==> config.mk <==
export PLATFORM = sky130hd
export DESIGN_NAME = mem_arbiter
export DESIGN_NICKNAME = d
export VERILOG_FILES = /design/src/rtl/mem_pkg.sv /design/src/rtl/mem_arb_pick.sv /design/src/rtl/mem_arbiter.sv
export SDC_FILE = /design/constraint.sdc
export NUM_CORES = 1
export LEC_CHECK = 0
export ABC_AREA = 0
export CAP_MARGIN = 20
export CORE_MARGIN = 2
export CORE_UTILIZATION = 37
export CTS_BUF_LIST = sky130_fd_sc_hd__clkbuf_2
export CTS_CLUSTER_DIAMETER = 30
export DETAILED_ROUTE_END_ITERATION = 7
export GPL_TIMING_DRIVEN = 0
export HOLD_SLACK_MARGIN = 0.15
export PLACE_DENSITY = 0.8
export REMOVE_ABC_BUFFERS = 1
export SYNTH_ARGS = -nofsm -noshare
export SYNTH_HDL_FRONTEND = slang
export SYNTH_HIERARCHICAL = 1
export SYNTH_SLANG_ARGS = --single-unit
==> constraint.sdc <==
create_clock -name clock -period 4.9 [get_ports clock]
set_clock_uncertainty 0.2 [all_clocks]
set_input_delay 1.225 -clock clock [delete_from_list [all_inputs] [get_ports clock]]
set_output_delay 1.225 -clock clock [all_outputs]
set_load 0.03 [all_outputs]
==> src/rtl/mem_pkg.sv <==
// Shared encodings for the unified-memory arbiter: burst sizes, rw codes, FSM states, owner ids.
package mem_pkg;

  localparam logic [1:0] SIZE_1  = 2'b00;
  localparam logic [1:0] SIZE_4  = 2'b01;
  localparam logic [1:0] SIZE_8  = 2'b10;
  localparam logic [1:0] SIZE_16 = 2'b11;

  localparam logic RW_READ  = 1'b1;
  localparam logic RW_WRITE = 1'b0;

  typedef enum logic [2:0] {
    IDLE,
    F_XFER,
    D_XFER,
    F_DRAIN,
    D_DRAIN
  } state_e;

  typedef enum logic {
    OWN_F = 1'b0,
    OWN_D = 1'b1
  } owner_e;

  function automatic logic [4:0] size_to_beats(input logic [1:0] size);
    logic [4:0] beats;
    beats = 5'd1;
    case (size)
      SIZE_1:  beats = 5'd1;
      SIZE_4:  beats = 5'd4;
      SIZE_8:  beats = 5'd8;
      SIZE_16: beats = 5'd16;
    endcase
    return beats;
  endfunction

endpackage

==> src/rtl/mem_arb_pick.sv <==
// Combinational grant selector: fixed D-over-F priority, or round-robin on last owner
// when MEM_ARB_ROUND_ROBIN_EN is defined.
module mem_arb_pick
  import mem_pkg::*;
(
  input  logic   f_req,
  input  logic   d_req,
  input  owner_e last_owner,
  output owner_e winner
);

  always_comb begin
    winner = OWN_D;
    if (f_req && !d_req) begin
      winner = OWN_F;
    end else if (f_req && d_req) begin
`ifdef MEM_ARB_ROUND_ROBIN_EN
      winner = (last_owner == OWN_D) ? OWN_F : OWN_D;
`else
      winner = OWN_D;
`endif
    end
  end

`ifndef MEM_ARB_ROUND_ROBIN_EN
  logic unused_last_owner;
  assign unused_last_owner = last_owner;
`endif

endmodule

==> src/rtl/mem_arbiter.sv <==
// Two-port (fetch/data) arbiter and 1/4/8/16-word burst sequencer for the unified memory port.
// Arbitration policy selected by MEM_ARB_ROUND_ROBIN_EN (round-robin) or fixed D-over-F when undefined.
module mem_arbiter
  import mem_pkg::*;
#(
  parameter int data_width    = 32,
  parameter int address_width = 32
) (
  input  logic                     clock,
  input  logic                     reset,
  input  logic                     f_req,
  input  logic [address_width-1:0] f_addr,
  input  logic [1:0]               f_size,
  output logic                     f_gnt,
  output logic                     f_rvalid,
  output logic [data_width-1:0]    f_rdata,
  output logic                     f_done,
  input  logic                     d_req,
  input  logic [address_width-1:0] d_addr,
  input  logic [1:0]               d_size,
  input  logic                     d_rw,
  input  logic [data_width-1:0]    d_wdata,
  output logic                     d_gnt,
  output logic                     d_rvalid,
  output logic [data_width-1:0]    d_rdata,
  output logic                     d_done,
  output logic                     d_wready,
  output logic [address_width-1:0] mem_address,
  output logic [data_width-1:0]    mem_data_in,
  output logic [1:0]               mem_access_size,
  output logic                     mem_rw,
  output logic                     mem_enable,
  input  logic                     mem_busy,
  input  logic [data_width-1:0]    mem_data_out
);

  localparam logic [address_width-1:0] ADDR_STEP = address_width'(4);

  state_e                   state_q, state_d;
  logic [3:0]               cnt_q, cnt_d;
  logic [address_width-1:0] addr_q, addr_d;
  logic                     rw_q, rw_d;
  owner_e                   last_owner_q, last_owner_d;
  owner_e                   winner;

  mem_arb_pick u_pick (
    .f_req      (f_req),
    .d_req      (d_req),
    .last_owner (last_owner_q),
    .winner     (winner)
  );

  always_ff @(posedge clock or posedge reset) begin
    if (reset) begin
      state_q      <= IDLE;
      cnt_q        <= 4'd0;
      addr_q       <= '0;
      rw_q         <= RW_READ;
      last_owner_q <= OWN_D;
    end else begin
      state_q      <= state_d;
      cnt_q        <= cnt_d;
      addr_q       <= addr_d;
      rw_q         <= rw_d;
      last_owner_q <= last_owner_d;
    end
  end

  // Outputs are decoded combinationally and forced low while reset is held.
  always_comb begin
    state_d         = state_q;
    cnt_d           = cnt_q;
    addr_d          = addr_q;
    rw_d            = rw_q;
    last_owner_d    = last_owner_q;
    f_gnt           = 1'b0;
    f_rvalid        = 1'b0;
    f_rdata         = '0;
    f_done          = 1'b0;
    d_gnt           = 1'b0;
    d_rvalid        = 1'b0;
    d_rdata         = '0;
    d_done          = 1'b0;
    d_wready        = 1'b0;
    mem_address     = '0;
    mem_data_in     = '0;
    mem_access_size = 2'b00;
    mem_rw          = 1'b0;
    mem_enable      = 1'b0;

    if (!reset) begin
      case (state_q)
        IDLE: begin
          if (!mem_busy && (f_req || d_req)) begin
            mem_enable   = 1'b1;
            last_owner_d = winner;
            if (winner == OWN_D) begin
              d_gnt           = 1'b1;
              mem_address     = d_addr;
              mem_access_size = d_size;
              mem_rw          = d_rw;
              rw_d            = d_rw;
              addr_d          = d_addr + ADDR_STEP;
              cnt_d           = 4'(size_to_beats(d_size) - 5'd1);
              if (d_rw == RW_WRITE) begin
                mem_data_in = d_wdata;
                d_wready    = 1'b1;
                if (cnt_d == 4'd0) d_done = 1'b1;
                else               state_d = D_XFER;
              end else begin
                state_d = (cnt_d == 4'd0) ? D_DRAIN : D_XFER;
              end
            end else begin
              f_gnt           = 1'b1;
              mem_address     = f_addr;
              mem_access_size = f_size;
              mem_rw          = RW_READ;
              rw_d            = RW_READ;
              addr_d          = f_addr + ADDR_STEP;
              cnt_d           = 4'(size_to_beats(f_size) - 5'd1);
              state_d         = (cnt_d == 4'd0) ? F_DRAIN : F_XFER;
            end
          end
        end
        F_XFER: begin
          f_rvalid    = 1'b1;
          f_rdata     = mem_data_out;
          mem_address = addr_q;
          mem_rw      = RW_READ;
          addr_d      = addr_q + ADDR_STEP;
          if (cnt_q != 4'd0) cnt_d = cnt_q - 4'd1;
          if (cnt_q <= 4'd1) state_d = F_DRAIN;
        end
        F_DRAIN: begin
          f_rvalid = 1'b1;
          f_rdata  = mem_data_out;
          f_done   = 1'b1;
          cnt_d    = 4'd0;
          state_d  = IDLE;
        end
        D_XFER: begin
          mem_address = addr_q;
          mem_rw      = rw_q;
          addr_d      = addr_q + ADDR_STEP;
          if (cnt_q != 4'd0) cnt_d = cnt_q - 4'd1;
          if (rw_q == RW_WRITE) begin
            mem_enable  = 1'b1;
            mem_data_in = d_wdata;
            d_wready    = 1'b1;
            if (cnt_q <= 4'd1) begin
              d_done  = 1'b1;
              state_d = IDLE;
            end
          end else begin
            d_rvalid = 1'b1;
            d_rdata  = mem_data_out;
            if (cnt_q <= 4'd1) state_d = D_DRAIN;
          end
        end
        D_DRAIN: begin
          d_rvalid = 1'b1;
          d_rdata  = mem_data_out;
          d_done   = 1'b1;
          cnt_d    = 4'd0;
          state_d  = IDLE;
        end
        default: state_d = IDLE;
      endcase
    end
  end

endmodule

* Word level (Yosys, flattened, before mapping)
Index checks and enable logic that the tools add are counted.
Storage, ports and cells: register bits 40, bits of input ports 138, output and inout bits 139
Operators by class: add/sub/neg operators 6, order comparisons 1, equal/unequal tests 15, multiplexer cells 83, bitwise logic cells 1, reduce and logical (&&, ||, !) cells 20
Operators by type and width (count):
- $mux W32 | 14
- $pmux W32 S2 | 4
- $add A32 B3 Y32 const B | 3
- $mux W4 | 11
- $pmux W4 S4 | 2
- $mux W1 | 31
- $mux W3 | 9
- $pmux W4 S3 | 1
- $sub A4 B1 Y4 const B | 3
- $mux W2 | 5
- $pmux W3 S3 | 1
- $eq A2 B2 Y1 const B | 4
- $logic_not A4 Y1 | 2
- $eq A3 B2 Y1 const B | 2
- $ne A2 B2 Y1 const B | 3
- $pmux W1 S2 | 3
- $pmux W1 S3 | 2
- $reduce_and A3 Y1 | 2
- $reduce_or A2 Y1 | 3
- $reduce_and A5 Y1 | 1
- $eq A2 B1 Y1 const B | 2
- $le A4 B1 Y1 const B | 1
- $logic_not A2 Y1 | 2
- $ne A4 B3 Y1 const B | 1
- other kinds (12) | 14

* Logic depth before layout (Yosys ltp)
Gate-level depths: netlist of run 1.
depth in word-level cells 14, gate-level depth with buffers 16, depth with buffers taken out 10

* By module
The synthesis of run 1 kept the hierarchy.
By module, submodules not included:
- mem_arbiter | times used 1, cells each 702, area an instance 4998.5 µm², seq. area each 1028.5 µm²
- mem_arb_pick | times used 1, cells each 1, area an instance 6.3 µm², seq. area each 0.0 µm²

* Worst setup path after synthesis of run 1
OpenSTA, ideal clock, no wires.
path type input-to-output, from input reset, to output mem_address[18], arrival 4.017 ns, data required time 3.475 ns, setup slack -0.542 ns, stages on the path 7, path through clkbuf_1 inv_1 nand3_1 a21o_1 clkbuf_1 buf_1 a211oi_1
Between the ends: longest elaborated chain between the ends 1
Ends and longest elaborated chain:
- start, declared | line mem_arbiter.sv:10 | input logic reset,
- $mux W32 | line mem_arbiter.sv:91 | if (!reset) begin
- end, declared | line mem_arbiter.sv:28 | output logic [address_width-1:0] mem_address,
No other way between the ends.

* Worst setup path in the final report of run 1
from input mem_busy, to output mem_data_in[20]
Between the ends: longest elaborated chain between the ends 5
Ends and longest elaborated chain:
- start, declared | line mem_arbiter.sv:33 | input logic mem_busy,
- $logic_not A1 Y1 | line mem_arbiter.sv:94 | if (!mem_busy && (f_req || d_req)) begin
- $logic_and A1 B1 Y1 | line mem_arbiter.sv:94
- $mux W32 | line mem_arbiter.sv:94
- $pmux W32 S2 | line mem_arbiter.sv:92 | case (state_q)
- $mux W32 | line mem_arbiter.sv:91
- end, declared | line mem_arbiter.sv:29 | output logic [data_width-1:0] mem_data_in,
No other way between the ends.

==> impl_metrics.ini, run 1 <==
[placement]
numPortBuffers = 276
gp_congestion = 0.854
dp.cells = 1111
place_hpwl_um = 14600
place_ws_ps = -2240

[worst_setup_path]
reg2reg_slack_ps = 910
cpPeakStageDelay_ps = 400
r2r-start = state_q[2]$_DFFE_PP0P_
critPathKind = input port to primary output
cp_cell_sequence = clkdlybuf4s50_1 > o21bai_4 > nand3b_1 > a21oi_2 > a21boi_2 > buf_8 > and2_1 > clkdlybuf4s15_1
ff2ff_path_depth = 12
crit_arrival_ps = 3350
crit_fanout = 33
critPathRequiredTime_ps = 3470
cp-end-kind = primary output
startpoint_type = input port
worst_r2r_endpoint = addr_q[26]$_DFFE_PP0P_
cp_slowest_cell = clkdlybuf4s50_1

[sta]
whs_ps = 319
hold_viol_final = 0
setup_viol_count_final = 0
timing.final.crit_share_pct = 97.3
fmax_mhz = 210
slew_violations = 0
fin_crit_ps = 4770
slew_headroom_pct = 25.1
worst_pin_slew_ps = 1110
rsz0062_at_grt = no
fin_ws_ps = 130

[power]
internal_power_w = 0.00192
p_switching_w = 0.00258
pwr-share-comb_pct = 80.2
peakVddDrop_uv = 457
seqPwrFrac_pct = 16.2
p_sw_share_pct = 57.4
powerDensity_mw_per_mm2 = 542
p_leak_nw = 3.56
p_clk_share_pct = 3.6

[hold_path]
min_to = addr_q[25]$_DFFE_PP0P_
holdPathStages = 2
worstHoldStart = addr_q[25]$_DFFE_PP0P_
hp-class = flop to flop

[layout]
drive_gt1_share_pct = 10.9
layout.nets = 1104
instances_no_fill = 1141
regArea_sq_mm = 0.00100
multi_input_area_sq_mm = 0.00392
final_util_pct = 63.0
fillCellCount = 1213
area_delta_synth_final_pct = 67.1

[clock_tree]
clockBufferDepth = 2
cts-buffers-inserted = 5
cts_tree = built
htree_levels = 2
cts_hold_buf = 0
cts_sinks = 40
clk-insertion-delay-late_ps = 430
clock-root-buffer = clkbuf_2
clk_pin_slew_ps = 250

[drt]
num_vias = 6393
dr.pass1.iters = 6
drtAntennaViolNets = 0
vias_per_cell = 5.60
routed_wl_um = 20900
dr.first_iter.drc_count = 594
drc = 0
routedWlPerCell_um = 18.4

[floorplanning]
die_area_sq_mm = 0.0144
io_pins = 277
std_cell_rows = 42
fp.coreArea_sq_mm = 0.0132
die_y_um = 120
dieWidth_um = 120
start_util_pct = 37.7

[global_routing]
grt_pass1_wl_um = 32000
grt_pass1_vias = 5878
antenna_found_initial = 2
track_usage_pct = 27.8
grt_max_degree = 48
grt_remaining_overflow = 0

[job]
max_cap_viol_count = 0

[synth]
synth_cells = 701
synth_area_sq_mm = 0.00497
avgSynthCellArea_sq_um = 7.09
ys_warn_count = 6

[status]
outcome = finished, final reports clean
## worst max-delay path by stage
stage	from	end	cells past startpoint
floorplan	d_req	mem_data_in[0]	4
global placement	reset	f_gnt	7
detailed placement	reset	f_gnt	8
CTS	d_req	mem_data_in[28]	8
global route	reset	d_rdata[18]	5
finish	mem_busy	mem_data_in[20]	8
## flip-flops by register name, summed over array words and instances (netlist names)
name,flops
addr_q,32
cnt_q,4
state_q,3
rw_q,1
## critical path, delay by kind of cell
family	cells	cell delay (ps)
AO/OA/AOI/OAI	3	720
AND/OR/NAND/NOR	2	410
buffers and inverters	3	980
## area by class of cell
type	count	area share, %
Clock inverter	2	0.136
Tap cell	176	2.65
Sequential cell	40	12.1
Clock buffer	6	0.361
Timing Repair Buffer	303	37.2
Antenna cell	1	0.0301
Inverter	6	0.346
Multi-Input combinational cell	607	47.2
## metrics by stage
step	TNS, ps	power [W]	cell area, sq um
6_report	0	0.00450	8310
5_1_grt	0	0.00482	8310
4_1_cts	-89.8	0.00444	8240
3_5_place_dp	-110940	0.00426	7950
3_3_place_gp	-410630	0.00406	7730
2_1_floorplan	-91110	0.00292	4750
## power by group through the flow
stage / sequential (W) / combinational [W] / clock (W)
2_1_floorplan: 0.000664 / 0.00225 / 0
3_3_place_gp: 0.000728 / 0.00333 / 0
3_5_place_dp: 0.000723 / 0.00354 / 0
4_1_cts: 0.000720 / 0.00355 / 0.000165
5_1_grt: 0.000755 / 0.00388 / 0.000178
6_report: 0.000731 / 0.00361 / 0.000162
## metal layers
layer	wire length [um]	up-vias	GRT usage, %	part of all wire, %
li1	-	3029	-	-
met1	9210	3008	39.1	44
met2	9540	320	42.4	46
met3	1840	34	7.03	8.8
met4	341	2	6.91	1.6
met5	12	-	0	0.057
## what timing repair did
action                     in CTS  in global routing
pin swaps                       2                  0
cloned                          4                  0
hold endpoints to repair        0                  0
setup buffers                  13                  4
resized for setup             138                 11
setup endpoints to repair     130                 50
## placed cells by master, fill, tap and decap left out, types with 17 or more instances in the layout
master           instances
a21oi_1                 56
and2_1                 103
clkdlybuf4s15_2         17
clkdlybuf4s50_1        204
dfrtp_1                 38
dlygate4sd2_1           32
mux2i_1                 44
nand2_1                 65
nand3_1                 28
nor2_1                  69
nor3_1                  24
o21ai_0                 52
Power figures use the tool's default switching activity.
==> run 2, diff against run 1 <==
Settings changed: ABC_CLOCK_PERIOD_IN_PS from default to 4900, CORE_MARGIN 2 to default.
==> run 2 against run 1 <==
Combinational power is essentially flat. Clock-buffer cell count is the same. Critical path depth is the same. Final cell count shrank 0.70%. Global-route usage grew 1.0 points. Clock power shrank 4%. Critical path type unchanged.
==> impl_metrics.ini, run 2 (synthesis results as in run 1) <==
[hold_path]
holdPathStages = 2
hp-class = flop to flop
worstHoldStart = addr_q[25]$_DFFE_PP0P_

[floorplanning]
io_pins = 277
die_area_sq_mm = 0.0139
die_y_um = 118
dieWidth_um = 118
start_util_pct = 38.6
fp.coreArea_sq_mm = 0.0129
std_cell_rows = 41

[global_routing]
antenna_found_initial = 0
grt_pass1_wl_um = 32000
grt_max_degree = 42
grt_pass1_vias = 5678
track_usage_pct = 28.8
grt_remaining_overflow = 0

[placement]
place_area_sq_mm = 0.00795
numPortBuffers = 276
place_hpwl_um = 14700
gp_congestion = 0.838

[worst_setup_path]
r2r-start = state_q[2]$_DFFE_PP0P_
cp_num_buf_inv = 3
crit_arrival_ps = 3380
worst_r2r_endpoint = addr_q[26]$_DFFE_PP0P_
startpoint_type = input port
reg2reg_slack_ps = 660
crit_start = mem_busy
cp_cell_sequence = clkdlybuf4s50_1 > o21bai_4 > nand3b_1 > a21oi_1 > a21boi_2 > buf_8 > and2_1 > dlygate4sd2_1
cp-end-kind = primary output
cp_slowest_cell = dlygate4sd2_1
crit_end = mem_data_in[27]
crit_fanout = 33
cpPeakStageDelay_ps = 430
critPathRequiredTime_ps = 3470
critPathTopFamily = buffers and inverters
critPathKind = input port to primary output
ff2ff_path_depth = 12
cp.depth = 8

[layout]
final_common_cell = clkdlybuf4s50_1
fillCellCount = 1182
largest_reg_flops = 32
drive_gt1_share_pct = 8.66
top_regs = addr_q: 32 flops, cnt_q: 4 flops, state_q: 3 flops
largest_register = addr_q
mostFrequentLayoutCells = clkdlybuf4s50_1 (221), and2_1 (103), nor2_1 (68), nand2_1 (65), a21oi_1 (57)
final_area_sq_mm = 0.00820
layout.nets = 1099
area_delta_synth_final_pct = 64.9

[power]
p_leak_nw = 3.59
peakVddDrop_uv = 369
powerDensity_mw_per_mm2 = 552

[drt]
drc = 0
routed_wl_um = 20900
vias_per_cell = 5.65
drtAntennaViolNets = 0
routedWlPerCell_um = 18.4
dr.first_iter.drc_count = 595
dr.pass1.iters = 5
num_vias = 6405

[sta]
whs_ps = 316
setup_viol_count_final = 0
timing.final.crit_share_pct = 98.1
slew_violations = 0
worst_pin_slew_ps = 1110
fin_crit_ps = 4800
hold_viol_final = 0
slew_headroom_pct = 26.3
fmax_mhz = 208
rsz0062_at_grt = no

[clock_tree]
cts_tree = built
htree_levels = 2
clk-insertion-delay-late_ps = 420
cts_sinks = 40
cts-buffers-inserted = 5
clockBufferDepth = 2
cts_hold_buf = 0
clk_pin_slew_ps = 230
clock-root-buffer = clkbuf_2

[job]
max_cap_viol_count = 0

[status]
outcome = finished, final reports clean
[run 2: metrics by stage]
step	util [%]	worst slack, ps	TNS [ps]	power, W	cells
6_report	63.7	95.2	0	0.00453	1133
5_1_grt	63.6	9.62	0	0.00483	1130
4_1_cts	63.4	-14.5	-14.5	0.00447	1130
3_5_place_dp	61.7	-2200	-110830	0.00426	1107
3_3_place_gp	60.0	-5160	-421940	0.00406	1097
2_1_floorplan	-	-1930	-91110	0.00292	649
[run 2: layout make-up]
class	instances	area (sq um)	area share (%)
multi-input combinational	607	3900	47.6
timing repair buffer	298	3010	36.7
sequential	40	1000	12.2
tap	172	215	2.63
clock buffer	6	30.0	0.366
inverter	6	26.3	0.321
antenna	3	7.51	0.0916
clock inverter	1	5.00	0.0611
[run 2: routing by layer]
metal	part of all wire (%)	track usage [%]	up-vias	wire, um
li1	-	-	3029	-
met1	44	41.4	2995	9120
met2	45	44.3	345	9450
met3	9.4	5.09	36	1960
met4	1.7	6.65	0	356
met5	0	0	-	0
[run 2: what timing repair did]
| action | 4_1_cts | 5_1_grt |
|---|---|---|
| endpoints found under the setup margin | 143 | 82 |
| resized for setup | 68 | 19 |
| setup buffers | 12 | 0 |
| pin swaps | 2 | 0 |
| gates cloned | 4 | 0 |
[run 2: worst min-delay path by stage]
stage	to	slack, ps
finish	addr_q[25]$_DFFE_PP0P_	320
floorplan	addr_q[25]$_DFFE_PP0P_	240
global placement	addr_q[1]$_DFFE_PP0P_	260
CTS	addr_q[25]$_DFFE_PP0P_	310
global route	addr_q[1]$_DFFE_PP0P_	340
detailed placement	addr_q[25]$_DFFE_PP0P_	270
[run 2: power by group]
group | leakage, nW | internal [W] | switching [W] | total [W]
Combinational | 3.09 | 0.00141 | 0.00223 | 0.00364
Sequential | 0.470 | 0.000496 | 0.000233 | 0.000729
Clock | 0.0289 | 0.0000340 | 0.000122 | 0.000156
[run 2: worst register-to-register path, stage by stage (launching register included)]
cell and delay (ps):
dfrtp_1 820, buf_16 240, clkinv_2 340, nand2_4 390, buf_12 260, nor2_1 70, a21oi_1 160, ha_1 290
o2111ai_1 230, nand4b_4 330, or4_1 560, a31oi_1 170, a21oi_1 60
==> run 3, diff against run 2 <==
Settings changed: REMOVE_ABC_BUFFERS 1 to default, SLEW_MARGIN from default to 20.
==> run 3 against run 2 <==
The flow now finishes with violations (negative setup slack). Global-route usage is 4.8 points higher. Non-clock buffer count is 42 higher. Core utilization is 1.4 points higher. Critical path depth is 2 lower. Sequential share of layout area is 0.26 points lower. Sequential power is 5.1% lower. Critical path type unchanged. Largest power group unchanged.
==> impl_metrics.ini, run 3 (synthesis results as in run 1) <==
[status]
outcome = complete, but fails checks
failed_checks = negative setup slack

[clock_tree]
clk-insertion-delay-late_ps = 440
clockBufferDepth = 2
cts_hold_buf = 0
cts-buffers-inserted = 5
htree_levels = 2
clock-root-buffer = clkbuf_2
cts_tree = built
cts_sinks = 40
clk_pin_slew_ps = 210

[worst_setup_path]
ff2ff_path_depth = 13
critPathRequiredTime_ps = 3470
crit_start = reset
crit_end = mem_address[26]
cp_slowest_cell = clkdlybuf4s50_1
reg2reg_slack_ps = 700
r2r-start = state_q[2]$_DFFE_PP0P_
crit_fanout = 11
startpoint_type = input port
crit_arrival_ps = 3480
cp_cell_sequence = clkbuf_2 > clkinvlp_4 > nand3_2 > clkbuf_1 > nor2_1 > clkdlybuf4s50_1
critPathKind = input port to primary output
cp-end-kind = primary output
cpPeakStageDelay_ps = 630
worst_r2r_endpoint = addr_q[26]$_DFFE_PP0P_

[global_routing]
grt_pass1_wl_um = 36600
grt_pass1_vias = 6383
antenna_found_initial = 2
busiest_layer = met2
use_met1_pct = 46.1
grtUsageMet2_pct = 51.6
track_usage_pct = 33.6
grt_max_degree = 22
grt.met3_usage_pct = 8.33
grt_remaining_overflow = 0

[drt]
dr.pass1.iters = 7
routed_wl_um = 24200
dr.first_iter.drc_count = 857
num_vias = 6827
drc = 0
routedWlPerCell_um = 20.7
drtAntennaViolNets = 0
vias_per_cell = 5.83

[layout]
final_area_sq_mm = 0.00838
layout.nets = 1139
antenna_cells = 0
top_regs = addr_q: 32 flops, cnt_q: 4 flops, state_q: 3 flops
largest_reg_flops = 32
area_delta_synth_final_pct = 68.5
final_common_cell = clkdlybuf4s50_1
largest_register = addr_q
drive_gt1_share_pct = 14.6
mostFrequentLayoutCells = clkdlybuf4s50_1 (208), and2_1 (103), nor2_1 (69), nand2_1 (65), a21oi_1 (56)
instances_no_fill = 1171

[placement]
gp_congestion = 0.979
place_area_sq_mm = 0.00796
place_ws_ps = -1650
place_hpwl_um = 17600
dp.cells = 1149
numPortBuffers = 275

[sta]
hold_viol_final = 0
fin_crit_ps = 4900
setup_viol_count_final = 1
timing.final.crit_share_pct = 100
worst_pin_slew_ps = 983
slew_headroom_pct = 33.9
fmax_mhz = 204
finalSetupTns_ps = -4.44
fin_ws_ps = -4.44
slew_violations = 0

[floorplanning]
die_y_um = 118
fp.coreArea_sq_mm = 0.0129
std_cell_rows = 41
die_area_sq_mm = 0.0139
io_pins = 277
start_util_pct = 38.6
dieWidth_um = 118

[power]
peakVddDrop_uv = 347
power_w = 0.00475
p_leak_nw = 3.57
powerDensity_mw_per_mm2 = 567

[hold_path]
hp-class = flop to flop

[synth]
synth_nets = 842

[job]
max_cap_viol_count = 0
[run 3: cell count changes in the layout (fill, tap and decap cells not counted), sizes merged, moves of 2 or more]
cell,change
buf,+16
clkbuf,+38
clkdlybuf4s15,+27
clkdlybuf4s50,-13
clkinvlp,+3
diode,-3
dlygate4sd2,-28
nand2b,-2
[run 3: report_power, final]
| group | total, W | internal, W | switching (W) |
|---|---|---|---|
| Clock | 0.000221 | 0.0000877 | 0.000133 |
| Combinational | 0.00384 | 0.00135 | 0.00248 |
| Sequential | 0.000692 | 0.000497 | 0.000196 |
[run 3: worst min-delay path by stage]
stage,to,cells after the start,slack [ps],from
floorplan,addr_q[25]$_DFFE_PP0P_,2,240,addr_q[25]$_DFFE_PP0P_
CTS,addr_q[25]$_DFFE_PP0P_,2,310,addr_q[25]$_DFFE_PP0P_
detailed placement,addr_q[30]$_DFFE_PP0P_,2,270,addr_q[30]$_DFFE_PP0P_
global route,addr_q[30]$_DFFE_PP0P_,2,350,addr_q[30]$_DFFE_PP0P_
global placement,addr_q[25]$_DFFE_PP0P_,2,260,addr_q[25]$_DFFE_PP0P_
finish,addr_q[25]$_DFFE_PP0P_,2,320,addr_q[25]$_DFFE_PP0P_
[run 3: cell type report]
cell class	instances	area [sq um]
Buffer	49	309
Clock buffer	6	30.0
Clock inverter	2	35.0
Fill cell	1149	4500
Inverter	6	27.5
Multi-Input combinational cell	603	3890
Sequential cell	40	1000
Tap cell	172	215
Timing Repair Buffer	291	2860
Timing Repair inverter	2	12.5
[run 3: what timing repair did]
item	CTS	global route
cloned	3	0
pin swaps	1	0
setup buffers	7	7
setup endpoints to repair	151	106
gates resized for setup	207	35
[run 3: metal layers]
| metal | vias to the layer above | wire, um | part of all wire [%] |
|---|---|---|---|
| met5 | - | 0 | 0 |
| met4 | 0 | 837 | 3.5 |
| met3 | 84 | 3040 | 13 |
| met2 | 497 | 10700 | 44 |
| met1 | 3147 | 9700 | 40 |
| li1 | 3099 | - | - |
[run 3: per-stage QoR]
step	util (%)	hold slack (ps)
after floorplan	-	244
after global placement	61.7	257
after detailed placement	61.8	268
after CTS	64.5	314
after global routing	65.1	346
final	65.1	317
[run 3: worst max-delay path, delay by kind of cell]
family | cells | cell delay [ps]
buf+inv | 4 | 1870
simple gates | 2 | 380
